## src/rtl/mul_sequencer_pkg.sv

```systemverilog
// ---------------------------------------------------------------------------
// mul_sequencer_pkg
//   Shared CPU definitions for the iterative multiplier.
//   - mul_state_t : sequencer state encoding (IDLE, RUN, FIX, DONE)
//   - dp_cmd_t    : command issued by the sequencer to the shift-add datapath
//   - FUNCT3_MUL / FUNCT7_MULDIV : MUL function-select code used by decode
//   No ports; imported by the decode logic, mul_sequencer and
//   mul_shift_add_dp.
// ---------------------------------------------------------------------------
package mul_sequencer_pkg;

    typedef enum logic [1:0] {
        MUL_IDLE = 2'd0,
        MUL_RUN  = 2'd1,
        MUL_FIX  = 2'd2,
        MUL_DONE = 2'd3
    } mul_state_t;

    typedef enum logic [1:0] {
        DP_HOLD   = 2'd0,
        DP_LOAD   = 2'd1,
        DP_STEP   = 2'd2,
        DP_NEGATE = 2'd3
    } dp_cmd_t;

    localparam logic [2:0] FUNCT3_MUL    = 3'b000;
    localparam logic [6:0] FUNCT7_MULDIV = 7'b0000001;

endpackage

```

## src/rtl/mul_shift_add_dp.sv

```systemverilog
// ---------------------------------------------------------------------------
// mul_shift_add_dp
//   Radix-2 shift-add multiplier datapath. The accumulator is 2*WIDTH bits:
//   the upper half collects partial sums, the lower half starts out holding
//   the multiplier and is shifted out one bit per step.
// Ports
//   clk     : clock, state changes on the falling edge
//   rst     : asynchronous active-high reset, clears all registers
//   cmd     : HOLD / LOAD / STEP / NEGATE
//   load_a  : multiplicand magnitude captured on LOAD
//   load_b  : multiplier magnitude captured on LOAD
//   acc     : current accumulator contents (the product after WIDTH steps)
// ---------------------------------------------------------------------------
module mul_shift_add_dp
    import mul_sequencer_pkg::*;
#(
    parameter int WIDTH = 32
) (
    input  logic                 clk,
    input  logic                 rst,
    input  dp_cmd_t              cmd,
    input  logic [WIDTH-1:0]     load_a,
    input  logic [WIDTH-1:0]     load_b,
    output logic [2*WIDTH-1:0]   acc
);

    logic [WIDTH-1:0]   mcand;
    logic [2*WIDTH-1:0] acc_q;
    logic [WIDTH:0]     upper_sum;
    logic [2*WIDTH-1:0] step_val;

    // One shift-add step: the adder keeps its carry so the shifted-in top
    // bit is exact, which is what lets full-range magnitudes never overflow.
    always_comb begin
        upper_sum = {1'b0, acc_q[2*WIDTH-1:WIDTH]} + {1'b0, mcand};
        if (acc_q[0]) begin
            step_val = {upper_sum, acc_q[WIDTH-1:1]};
        end else begin
            step_val = {1'b0, acc_q[2*WIDTH-1:1]};
        end
    end

    // Accumulator and multiplicand registers, driven by the sequencer command.
    always_ff @(negedge clk or posedge rst) begin
        if (rst) begin
            mcand <= '0;
            acc_q <= '0;
        end else begin
            case (cmd)
                DP_LOAD: begin
                    mcand <= load_a;
                    acc_q <= {{WIDTH{1'b0}}, load_b};
                end
                DP_STEP:   acc_q <= step_val;
                DP_NEGATE: acc_q <= (~acc_q) + {{(2*WIDTH-1){1'b0}}, 1'b1};
                default:   acc_q <= acc_q;
            endcase
        end
    end

    assign acc = acc_q;

endmodule

```

## src/rtl/mul_sequencer.sv

```systemverilog
// ---------------------------------------------------------------------------
// mul_sequencer
//   Multi-cycle MUL unit beside the EX stage. Accepts a request, runs WIDTH
//   shift-add steps on operand magnitudes, fixes the sign, then strobes done
//   and loads product. Operands of zero take a one-cycle shortcut.
// Ports
//   clk       : clock, all state changes on the falling edge
//   rst       : asynchronous active-high reset
//   start     : MUL request from EX, level-sampled
//   signed_op : 1 = two's-complement operands, 0 = unsigned
//   op_a      : multiplicand
//   op_b      : multiplier
//   flush     : cancels the in-flight MUL (branch/jump)
//   stall     : combinational freeze request for PC/IR/DOF/EX latches
//   busy      : high whenever the sequencer is not in IDLE
//   done      : one-cycle result-valid strobe
//   product   : 2*WIDTH result, held until the next completed operation
// ---------------------------------------------------------------------------
module mul_sequencer
    import mul_sequencer_pkg::*;
#(
    parameter int WIDTH = 32,
    parameter int CNT_W = 6
) (
    input  logic                 clk,
    input  logic                 rst,
    input  logic                 start,
    input  logic                 signed_op,
    input  logic [WIDTH-1:0]     op_a,
    input  logic [WIDTH-1:0]     op_b,
    input  logic                 flush,
    output logic                 stall,
    output logic                 busy,
    output logic                 done,
    output logic [2*WIDTH-1:0]   product
);

    mul_state_t         state;
    logic [CNT_W-1:0]   cnt;
    logic               neg;
    logic               accept;
    logic               zero_op;
    logic [WIDTH-1:0]   a_mag;
    logic [WIDTH-1:0]   b_mag;
    logic [WIDTH-1:0]   b_load;
    dp_cmd_t            dp_cmd;
    logic [2*WIDTH-1:0] acc;

    // Operand conditioning. The magnitude of the most negative value wraps to
    // itself, which is the correct unsigned magnitude. On the zero shortcut
    // the multiplier is loaded as zero so the accumulator reads back 0.
    always_comb begin
        accept  = (state == MUL_IDLE) & start & ~flush;
        zero_op = (op_a == '0) | (op_b == '0);
        a_mag   = (signed_op & op_a[WIDTH-1]) ? (~op_a + 1'b1) : op_a;
        b_mag   = (signed_op & op_b[WIDTH-1]) ? (~op_b + 1'b1) : op_b;
        b_load  = zero_op ? '0 : b_mag;
    end

    // Datapath command decode; flush suppresses any further datapath work.
    always_comb begin
        dp_cmd = DP_HOLD;
        if (accept) begin
            dp_cmd = DP_LOAD;
        end else if ((state == MUL_RUN) & ~flush) begin
            dp_cmd = DP_STEP;
        end else if ((state == MUL_FIX) & ~flush & neg) begin
            dp_cmd = DP_NEGATE;
        end
    end

    // Stall is gated by rst so the pipeline is released during reset even
    // while start is still asserted.
    assign stall = ~rst & (accept | (state == MUL_RUN) | (state == MUL_FIX));

    // Sequencer FSM with registered busy/done/product. A start seen outside
    // IDLE falls through untouched, so operands, sign and counter are safe.
    always_ff @(negedge clk or posedge rst) begin
        if (rst) begin
            state   <= MUL_IDLE;
            cnt     <= '0;
            neg     <= 1'b0;
            busy    <= 1'b0;
            done    <= 1'b0;
            product <= '0;
        end else begin
            done <= 1'b0;
            case (state)
                MUL_IDLE: begin
                    if (accept) begin
                        neg   <= signed_op & (op_a[WIDTH-1] ^ op_b[WIDTH-1]);
                        cnt   <= '0;
                        busy  <= 1'b1;
                        state <= zero_op ? MUL_DONE : MUL_RUN;
                    end
                end
                MUL_RUN: begin
                    if (flush) begin
                        busy  <= 1'b0;
                        state <= MUL_IDLE;
                    end else begin
                        cnt <= cnt + {{(CNT_W-1){1'b0}}, 1'b1};
                        if (cnt == CNT_W'(WIDTH - 1)) begin
                            state <= MUL_FIX;
                        end
                    end
                end
                MUL_FIX: begin
                    if (flush) begin
                        busy  <= 1'b0;
                        state <= MUL_IDLE;
                    end else begin
                        state <= MUL_DONE;
                    end
                end
                MUL_DONE: begin
                    busy  <= 1'b0;
                    state <= MUL_IDLE;
                    if (!flush) begin
                        done    <= 1'b1;
                        product <= acc;
                    end
                end
                default: begin
                    busy  <= 1'b0;
                    state <= MUL_IDLE;
                end
            endcase
        end
    end

    mul_shift_add_dp #(
        .WIDTH (WIDTH)
    ) u_dp (
        .clk    (clk),
        .rst    (rst),
        .cmd    (dp_cmd),
        .load_a (a_mag),
        .load_b (b_load),
        .acc    (acc)
    );

endmodule

```

## config.mk

```make
export PLATFORM = sky130hd
export DESIGN_NAME = mul_sequencer
export DESIGN_NICKNAME = d
export VERILOG_FILES = /design/src/rtl/mul_sequencer_pkg.sv /design/src/rtl/mul_shift_add_dp.sv /design/src/rtl/mul_sequencer.sv
export SDC_FILE = /design/constraint.sdc
export NUM_CORES = 1
export LEC_CHECK = 0
export CAP_MARGIN = 25
export CORE_UTILIZATION = 35
export DETAILED_ROUTE_END_ITERATION = 8
export PLACE_DENSITY = 0.58
export SLEW_MARGIN = 20
export SYNTH_ARGS = -nofsm -noshare
export SYNTH_HDL_FRONTEND = slang
export SYNTH_HIERARCHICAL = 1
export SYNTH_SLANG_ARGS = --single-unit
```

## constraint.sdc

```tcl
create_clock -name clk -period 3.4 [get_ports clk]
set_input_delay 0.34 -clock clk [delete_from_list [all_inputs] [get_ports clk]]
set_output_delay 0.34 -clock clk [all_outputs]
set_load 0.005 [all_outputs]
```

# ---- Yosys cells after proc, flatten, opt, wreduce, memory -nomap -nowiden
# Index checks and enable logic that the tools add are counted.
dict set report totals {
  inputBits 69
  reg_bits 171
  out_inout_bits 67
}
dict set report op_classes {
  bitwise_logic 18
  n_addsub 5
  eq_ne 11
  n_reduce_logical 11
  n_mux 22
}
# cell count
set op_table {}
lappend op_table {{64-bit one-hot mux with 3 select lines} 1}
lappend op_table {{32-bit two-way mux} 3}
lappend op_table {{32-bit by 1-bit adder with 32-bit output (second input constant)} 2}
lappend op_table {{64-bit by 1-bit adder with 64-bit output (second input constant)} 1}
lappend op_table {{32-bit zero test} 2}
lappend op_table {{64-bit two-way mux} 1}
lappend op_table {{32-bit inverter} 2}
lappend op_table {{64-bit inverter} 1}
lappend op_table {{32-bit by 32-bit adder with 33-bit output} 1}
lappend op_table {{2-bit two-way mux} 8}
lappend op_table {{6-bit two-way mux} 2}
lappend op_table {{6-bit one-hot mux with 2 select lines} 1}
lappend op_table {{1-bit AND} 9}
lappend op_table {{2-bit == test (second input constant)} 4}
lappend op_table {{2-bit one-hot mux with 4 select lines} 1}
lappend op_table {{2-bit AND reduction} 4}
lappend op_table {{6-bit by 1-bit adder with 6-bit output (second input constant)} 1}
lappend op_table {{6-bit by 5-bit == test with 1-bit output (second input constant)} 1}
lappend op_table {{2-bit by 1-bit == test with 1-bit output (second input constant)} 2}
lappend op_table {{1-bit two-way mux} 4}
lappend op_table {{2-bit inequality test (second input constant)} 2}
lappend op_table {{3-bit by 2-bit inequality test with 1-bit output (second input constant)} 1}
lappend op_table {{1-bit bitwise OR} 3}
lappend op_table {{1-bit one-hot mux with 3 select lines} 1}
lappend op_table {{other kinds (8)} 9}

# ---- Depth between registers and ports, before layout
# Gate-level depths: netlist of run 1.
dict set report depth {
  ltp_word 8
  depth_mapped 13
}

# ---- Hierarchy
# Netlist of run 1, hierarchy kept.
# module area_each_um2 instances cells_per_inst
set modules_own_cells {}
lappend modules_own_cells {mul_shift_add_dp 7289.5 1 794}
lappend modules_own_cells {mul_sequencer 4672.0 1 460}

==> results.toml, run 1 <==
[floorplan]
overall_die_height_um = 187
fp.coreArea_um2 = 33600
die_x_um = 187
boundaryPins = 136
die_footprint_um2 = 34900
rows = 67
start_util_pct = 35.6

[clocking]
ctsLongestPathBuffers = 2
root_buffer = "sky130_fd_sc_hd__clkbuf_16"
cts_buffer_count = 17
worst_setup_hold_path_clk_slew_ns = 0.05
cts-hold-fix-buffers = 0
clock_insertion_delay_worst_skew_ns = 0.42
cts_htree_levels = 4
cts_tree = "yes"
cts.sink_count = 171

[global_routing]
initial_antenna_violation_count = 0
grt_start_max_net_pins = 48
overflow = 0
grtUsageTotal_pct = 22.0
grt_pass1_vias = 11300
grt_first_pass_wirelength_um = 61100

[logic_synthesis]
postSynth.asyncResetShare_pct = 100
synth_top_family_by_area = "simple AND/OR/NAND/NOR gates"
synth_edf_count = 0
yosys.area_share.simple_pct = 17.3
share_of_synthesized_area_occupied_by_flip_flops_and_latches_pct = 35.8
synth_xor_xnor_area_share_pct = 7.98
predominant_post_synthesis_flop_cell = "sky130_fd_sc_hd__dfrtn_1"
synth-compound-area-share_pct = 16.2
avgSynthCellArea_um2 = 9.54
yosys.area_share.adder_pct = 4.46
yosysWarnings = 6
synth_cell_type_count = 80
synth.ff_latch_count = 171
synthesis.area_um2 = 12000
synthMuxAreaShare_pct = 14.9
synth.net_count = 1365
synthesis.instances = 1254

[finish]
num_antenna_cells = 0
nNetsFinal = 1725
final_common_cell = "sky130_fd_sc_hd__buf_4"
finalNonFillerCells = 2074
drive_above_1_share_pct = 35.2
highest_count_cells_in_the_layout_ignoring_fill_and_taps = "217 x sky130_fd_sc_hd__buf_4, 171 x sky130_fd_sc_hd__dfrtn_1, 91 x sky130_fd_sc_hd__nor2_1, 87 x sky130_fd_sc_hd__mux2_2, 69 x sky130_fd_sc_hd__nand2_1"
area_growth_pct = 46.1

[sta]
final.setup.worst_slack_ns = -0.673
finalHoldViolations = 0
setup_viol = 56
slew_headroom_pct = 63.3
final_max_slew_viol_count = 0
rsz0062_at_grt = "true"
worst-slew-pin-transition_ns = 0.544
timing.setup.tns_ns = -23.82
clock-skew-final_ns = 0.0103
hold_ws_ns = 0.447

[min_path]
min_path_cells = 1
hold-path-endpoint = "product[12]"
hold_class = "reg2reg"
min-delay-start = "product[12]"

[worst_setup_path]
crit_path_end_kind = "flop"
timing.critical_path.fanout_max = 6
worst-r2r-setup-slack_ns = 0.17
worstReg2RegStart = "u_dp/acc[20]"
worst-setup-path-type = "in2reg"
reg2reg_depth = 8
worst_r2r_endpoint = "u_dp/acc[62]"
crit_path_start_kind = "primary input"
worst_ep_required_time_ns = 1.95
cp.arrival_ns = 2.62

[power_and_ir_drop]
total_leakage_power_nw = 8.03
peakVddDrop_mv = 0.447
power-per-cell-area_nw_per_um2 = 768

[drt]
drt-pass1-iter-count = 6
route.detailed.wl_per_inst_um = 18.5
detail_route.iter0.violations = 787
drt.antenna.violating_nets = 0
route.detailed.drc = 0
finalWirelength_um = 38300
post_drt_via_cell_ratio = 5.45
dr_total_vias = 11300

[run]
drv_cap = 0

[placement]
place_ws_ns = -1.44
place_congestion = 0.866
post-place-cells = 1995
detailed_place_hpwl_um = 28000
port_buffers = 135

[run_status]
failed_checks = "setup timing"
outcome = "complete, but fails checks"
## cells by family after synthesis
family | count (synthesis)
DFF | 171
and+or+nand+nor | 396
xor gates and xnor gates | 109
AOI/OAI and AO/OA | 298
buffers and inverters | 100
adders and majority gates | 42
muxes | 138
## sequential cells by signal, summed over array words and instances, names as in the netlist
register,cells
state,2
neg,1
u_dp/acc,64
cnt,6
busy,1
done,1
product,64
u_dp/mcand,32
## worst max-delay path: stages
cell and delay, ns:
sky130_fd_sc_hd__buf_6 0.09, sky130_fd_sc_hd__or4_4 0.53, sky130_fd_sc_hd__or4_4 0.47, sky130_fd_sc_hd__buf_6 0.15
sky130_fd_sc_hd__nor3_4 0.12, sky130_fd_sc_hd__a22o_4 0.17, sky130_fd_sc_hd__buf_12 0.12, sky130_fd_sc_hd__buf_8 0.12
sky130_fd_sc_hd__nor2_1 0.04, sky130_fd_sc_hd__mux4_2 0.45
## how the worst max path moves through the flow
| stage | start | endpoint | slack, ns | depth (start not counted) |
|---|---|---|---|---|
| 6_report | op_b[12] | u_dp/acc[18] | -0.67 | 10 |
| 3_3_place_gp | op_b[23] | u_dp/acc[8] | -1.37 | 8 |
| 4_1_cts | op_b[12] | u_dp/acc[17] | -0.75 | 10 |
| 3_5_place_dp | op_b[23] | u_dp/acc[8] | -1.44 | 8 |
| 2_1_floorplan | op_b[9] | u_dp/acc[18] | -0.96 | 8 |
| 5_1_grt | op_b[12] | u_dp/acc[9] | -0.72 | 10 |
## cell usage after synthesis (17+ instances only)
library cell | n | area share (%)
sky130_fd_sc_hd__mux4_2 | 22 | 4.1
sky130_fd_sc_hd__o21ai_0 | 69 | 2.9
sky130_fd_sc_hd__mux2_2 | 97 | 9.1
sky130_fd_sc_hd__inv_1 | 34 | 1.1
sky130_fd_sc_hd__xor2_1 | 46 | 3.4
sky130_fd_sc_hd__nor4_1 | 17 | 0.89
sky130_fd_sc_hd__nor2_1 | 116 | 3.6
sky130_fd_sc_hd__mux2i_1 | 19 | 1.6
sky130_fd_sc_hd__nand3_1 | 25 | 1.0
sky130_fd_sc_hd__nor3_1 | 41 | 1.7
sky130_fd_sc_hd__a21oi_1 | 75 | 3.1
sky130_fd_sc_hd__xnor2_1 | 63 | 4.6
sky130_fd_sc_hd__ha_1 | 41 | 4.3
sky130_fd_sc_hd__dfrtn_1 | 171 | 36
sky130_fd_sc_hd__or3_1 | 18 | 0.94
sky130_fd_sc_hd__a31oi_1 | 22 | 1.2
sky130_fd_sc_hd__clkbuf_1 | 48 | 1.5
sky130_fd_sc_hd__nand2_1 | 77 | 2.4
## metrics by stage
step / area, um2 / util (%) / total power, mW
after global placement: 15700 / 46.6 / 10.9
after detailed placement: 15700 / 46.6 / 11.0
after floorplan: 12300 / - / 8.21
final: 17500 / 52.0 / 13.4
after CTS: 17200 / 51.2 / 13.4
after global routing: 17500 / 52.0 / 14.3
## metal layers
layer | vias to the layer above | share of wire (%) | global-route usage, %
met5 | - | 0 | 0
met3 | 55 | 5.2 | 3.34
met2 | 385 | 46 | 35.2
met4 | 0 | 2.5 | 8.17
met1 | 5484 | 46 | 30.2
li1 | 5380 | - | -
## power breakdown
part           leakage [nW]  switching (mW)  internal [mW]
clock                 0.287           0.863           1.20
combinational          5.59            3.69           3.83
sequential             2.15           0.818           3.02
total                  8.03            5.38           8.05
## timing repair
| action | 4_1_cts | 5_1_grt |
|---|---|---|
| pin swaps | 53 | 46 |
| setup endpoints to repair | 106 | 130 |
| gates resized for setup | 221 | 101 |
| cloned | 7 | 0 |
| buffers inserted | 41 | 10 |
## area by class of cell
cell class,count,area (um2)
flip-flops and latches,171,4280
clock inverters,9,140
inverters,35,161
well taps,448,561
repair buffers,406,3850
clock buffers,22,464
multi-input cells,983,8020
fillers,2993,16100
(Power assumes the default switching activity.)
==> inputs of run 2 (changes only) <==
--- a/config.mk
+++ b/config.mk
@@ -8,7 +8,8 @@
 export CAP_MARGIN = 25
 export CORE_UTILIZATION = 35
 export DETAILED_ROUTE_END_ITERATION = 8
-export PLACE_DENSITY = 0.58
+export DONT_BUFFER_PORTS = 1
+export PLACE_DENSITY = 0.53
 export SLEW_MARGIN = 20
 export SYNTH_ARGS = -nofsm -noshare
 export SYNTH_HDL_FRONTEND = slang
==> results.toml, run 2 (synthesized netlist as in run 1, its figures left out) <==
[sta]
slew_headroom_pct = 65.1
final.setup.worst_slack_ns = -0.502
final_max_slew_viol_count = 0
finalHoldViolations = 0
rsz0062_at_grt = "true"
setup_viol = 42
clock-skew-final_ns = 0.0140
worst-slew-pin-transition_ns = 0.519
timing.setup.tns_ns = -15.40

[global_routing]
gr-max-usage-layer = "met2"
overflow = 0
grt_first_pass_wirelength_um = 57700
grtUsageMet2_pct = 33.4
grtUsageMet3_pct = 3.73
grt_pass1_vias = 10200
grt_util_met1_pct = 28.9
grtUsageTotal_pct = 20.9
initial_antenna_violation_count = 0
grt_start_max_net_pins = 44

[finish]
layout.cell_area.non_filler_um2 = 14800
num_antenna_cells = 0
final_common_cell = "sky130_fd_sc_hd__dfrtn_1"
area_growth_pct = 23.7
final_core_utilization_pct = 44.0
nNetsFinal = 1483
highest_count_cells_in_the_layout_ignoring_fill_and_taps = "171 x sky130_fd_sc_hd__dfrtn_1, 138 x sky130_fd_sc_hd__buf_4, 103 x sky130_fd_sc_hd__nor2_1, 93 x sky130_fd_sc_hd__mux2_2, 74 x sky130_fd_sc_hd__nand2_1"
finalNonFillerCells = 1833
drive_above_1_share_pct = 29.5

[clocking]
cts_tree = "yes"
clock_insertion_delay_worst_skew_ns = 0.42
cts-hold-fix-buffers = 0
ctsLongestPathBuffers = 2
cts_htree_levels = 4
root_buffer = "sky130_fd_sc_hd__clkbuf_16"
cts.sink_count = 171
worst_setup_hold_path_clk_slew_ns = 0.06
cts_buffer_count = 17

[worst_setup_path]
worst_ep_required_time_ns = 1.94
worst_r2r_endpoint = "u_dp/acc[59]"
timing.critical_path.fanout_max = 6
critPathLaunch = "op_b[9]"
reg2reg_depth = 12
critical_path.endpoint = "u_dp/acc[18]"
worstReg2RegStart = "u_dp/mcand[0]"
worst-setup-path-type = "in2reg"
crit_path_start_kind = "primary input"
crit_path_end_kind = "flop"
cp.arrival_ns = 2.44
worst-r2r-setup-slack_ns = 0.11

[power_and_ir_drop]
power-per-cell-area_nw_per_um2 = 832
total_leakage_power_nw = 6.19
peakVddDrop_mv = 0.410

[run_status]
outcome = "complete, but fails checks"
failed_checks = "setup timing"

[placement]
detailed_place_hpwl_um = 28000
place_congestion = 0.884
placedInstanceArea_um2 = 13700
port_buffers = 0
post-place-cells = 1781
place_ws_ns = -0.974

[floorplan]
boundaryPins = 136
die_footprint_um2 = 34900
rows = 67
overall_die_height_um = 187
fp.coreArea_um2 = 33600
die_x_um = 187
start_util_pct = 35.6

[drt]
route.detailed.drc = 0
drt.antenna.violating_nets = 0
finalWirelength_um = 36900
drt-pass1-iter-count = 5
detail_route.iter0.violations = 606
dr_total_vias = 10400
route.detailed.wl_per_inst_um = 20.1
post_drt_via_cell_ratio = 5.65

[run]
drv_cap = 0

[min_path]
hold_class = "reg2reg"
-- run 2: layout make-up --
type,count,area (um2)
clock buffer,18,429
clock inverter,14,126
fill,3221,18800
inverter,35,161
multi-input combinational,983,7770
sequential,171,4280
tap,448,561
timing repair buffer,164,1460
-- run 2: what timing repair did --
item / CTS / global route
endpoints found under the setup margin: 41 / 53
cloned: 0 / 2
pin swaps: 14 / 26
gates resized for setup: 31 / 43
buffers inserted: 11 / 13
-- run 2: worst max-delay path, stage by stage --
cell and delay, ns:
sky130_fd_sc_hd__or4_4 0.53, sky130_fd_sc_hd__or4_4 0.51, sky130_fd_sc_hd__nor3_4 0.21, sky130_fd_sc_hd__a22o_4 0.19, sky130_fd_sc_hd__buf_6 0.14, sky130_fd_sc_hd__nor2_1 0.05
sky130_fd_sc_hd__mux4_2 0.47
-- run 2: worst min-delay path by stage --
stage	from	endpoint	slack, ns	cells past startpoint
CTS	u_dp/mcand[26]	u_dp/mcand[26]	0.46	1
finish	u_dp/mcand[26]	u_dp/mcand[26]	0.46	1
detailed placement	u_dp/mcand[26]	u_dp/mcand[26]	0.46	1
global route	u_dp/mcand[18]	u_dp/mcand[18]	0.47	1
global placement	neg	neg	0.45	2
floorplan	neg	neg	0.43	2
-- run 2: routing by layer --
layer | vias to the layer above | share of wire (%)
li1 | 4920 | -
met1 | 5059 | 46
met2 | 330 | 47
met3 | 41 | 5.8
met4 | 0 | 1.8
met5 | - | 0
-- run 2: power by group --
| part | leakage [nW] | internal, mW | switching [mW] |
|---|---|---|---|
| registers | 2.15 | 3.02 | 0.973 |
| clock network | 0.274 | 0.969 | 0.950 |
| logic | 3.77 | 3.06 | 3.34 |
-- run 2: metrics by stage --
stage / hold slack (ns) / total power, mW
finish: 0.456 / 12.3
global route: 0.471 / 13.2
CTS: 0.459 / 12.3
detailed placement: 0.459 / 10.2
global placement: 0.452 / 10.1
floorplan: 0.430 / 8.21
==> edit (flow settings as in run 1) <==
`WIDTH` is set to 32 in 2 places; all go to 16.
--- a/src/rtl/mul_shift_add_dp.sv
+++ b/src/rtl/mul_shift_add_dp.sv
@@ -15,5 +15,5 @@
     import mul_sequencer_pkg::*;
 #(
-    parameter int WIDTH = 32
+    parameter int WIDTH = 16
 ) (
     input  logic                 clk,
--- a/src/rtl/mul_sequencer.sv
+++ b/src/rtl/mul_sequencer.sv
@@ -20,5 +20,5 @@
     import mul_sequencer_pkg::*;
 #(
-    parameter int WIDTH = 32,
+    parameter int WIDTH = 16,
     parameter int CNT_W = 6
 ) (
Interface: changed (resized op_a, op_b and product); port bits go from 136 to 72. The function was not compared with the original's and may differ.
==> edit against run 1 <==
Sequential share of layout area grew 1.2 points; the flow still finishes with violations (negative setup slack); first-iteration DRC count shrank 44%; synthesized area shrank 48%; worst hold slack gained 0.0048 ns; setup slack gained 0.28 ns; synthesized cell count shrank 46%; critical endpoint is now u_dp/acc[2]; count of clock-buffer cells in the layout shrank 11; sequential cell count shrank 80; total power shrank 49%; final area shrank 49%; routed wire length shrank 51%; critical path type unchanged; largest power group unchanged.
==> edit: results (changes against run 1) <==
status finished, violations left; failing checks negative setup slack; Yosys warning total 6 (unchanged); Iter 0 DRT Violations 440 (-44%); met3 usage 2.095% (-1.2 points); Top FF cell, synth dfrtn_1; Placed Instance Area 0.008135 sq mm (-48%); Leak 3.868 nW (-52%); Worst path max stage delay 0.54 ns; Detail Placement HPWL 14060 um (-50%); Post-Synth XOR/XNOR Area 6.470% (-1.5 points); share of layout cells above drive strength 1 32.16% (-3.0 points); Compound-Gate Fraction of Synth Area 19.87% (+3.7 points); Yosys cell types 69 (-14%); Synth async-reset ratio 100.0% (unchanged); Port Buffers 71 (-47%); clock-pin slew on the worst setup and hold paths 0.05 ns (about the same); routed via count 6113 (-46%); drt pass-1 iters 5 (-1); commonest cells in the netlist 91 x dfrtn_1, 66 x nor2_1, 59 x a21oi_1; post-synth net total 745 (-45%); setup TNS -5.581 ns (+18.24 ns); Worst Hold Class reg2reg; CTS Buf Count 9 (-8); number of antenna diodes 0 (unchanged); Slew HR 58.40% (-4.9 points); largest net degree at the start of global routing 26 (-46%); met2 Use GR 34.64% (-0.55 points); met1 GRT Util 30.07% (-0.12 points); global-route wire length before repair 31270 um (-49%); Seq/Total Area, Yosys 36.57% (+0.79 points); GRT Util Overall 21.68% (-0.37 points); Worst-Skew Late Latency 0.35 ns (-0.07 ns); Worst EP arrival 2.29 ns (-0.33 ns); Clock Path Buffers 2 (unchanged); Final Skew 0.004331 ns (-0.005968 ns); worst ir drop on vdd 0.3879 mV (-13%); CP Max Fanout 7 (+1); largest cells by area after synthesis dfrtn_1 37%, mux2_2 8.9%, ha_1 5.0%; routability cong. 0.9228 (+6.5%); Setup WS post-layout -0.3941 ns (+0.2793 ns); mux cell area share after synthesis 10.51% (-4.4 points); final setup fails 17 (-70%); fin nets 935 (-46%); Adder-Cell Fraction of Synth Area 5.345% (+0.89 points); H-tree depth 3 (-1); DRT Wirelength 18850 um (-51%)
[edit: worst max-delay path: cells and delay by family]
family	cells	cell delay, ns
AND/OR/NAND/NOR	4	1.11
AO/OA/AOI/OAI	3	0.56
buffers and inverters	2	0.28
[edit: repair_timing]
| item | 4_1_cts | 5_1_grt |
|---|---|---|
| buffers inserted | 10 | 8 |
| hold buffers | 0 | 0 |
| gates resized for setup | 109 | 45 |
| pin swaps | 33 | 28 |
| cloned | 2 | 0 |
| endpoints found under the setup margin | 50 | 45 |
[edit: power breakdown]
| part | total (mW) | internal (mW) | switching, mW | leakage [nW] |
|---|---|---|---|---|
| logic | 3.67 | 1.90 | 1.78 | 2.62 |
| registers | 2.17 | 1.60 | 0.561 | 1.11 |
| clock network | 1.02 | 0.592 | 0.429 | 0.138 |
[edit: layout make-up]
class / count / area [sq um]
clock buffer: 11 / 242.7
clock inverter: 5 / 61.31
fill: 1583 / 8502
inverter: 25 / 112.6
multi-input combinational: 538 / 4113
sequential: 91 / 2277
tap: 225 / 281.5
timing repair buffer: 207 / 1767
[edit: per-layer routing]
| metal | wire [um] | vias up | share of wire (%) |
|---|---|---|---|
| met3 | 912 | 26 | 4.8 |
| met4 | 311 | 0 | 1.7 |
| met5 | 0 | - | 0 |
| met1 | 8746 | 2944 | 46 |
| li1 | - | 2930 | - |
| met2 | 8875 | 213 | 47 |
[edit: cell families (layout without fill, tap and decap cells)]
logic type / after synthesis / after routing
mux: 58 / 58
simple gates: 217 / 218
xor+xnor: 46 / 46
flops: 91 / 91
buf+inv: 54 / 248
fa+ha+maj: 26 / 26
compound gates: 190 / 190
[edit: metrics by stage]
step | setup WS, ns | instances | hold slack (ns)
final | -0.3941 | 1102 | 0.4516
after detailed placement | -1.088 | 1067 | 0.4567
after global placement | -1.073 | 1067 | 0.4514
after floorplan | -0.6032 | 682 | 0.4199
after CTS | -0.3748 | 1095 | 0.4563
after global routing | -0.4462 | 1102 | 0.4721
[edit: path summary, 6_finish.rpt]
| kind | start | end | slack, ns | depth (start not counted) |
|---|---|---|---|---|
| min | product[30] | product[30] | 0.45 | 1 |
| max in group asynchronous | rst | u_dp/mcand[8] | 0.88 | 3 |
| max | op_b[10] | u_dp/acc[2] | -0.39 | 9 |
| min in group asynchronous | rst | u_dp/acc[10] | 2.01 | 2 |
| min reg2reg | product[30] | product[30] | 0.45 | 1 |
| max reg2reg | u_dp/acc[16] | u_dp/acc[29] | 0.65 | 9 |
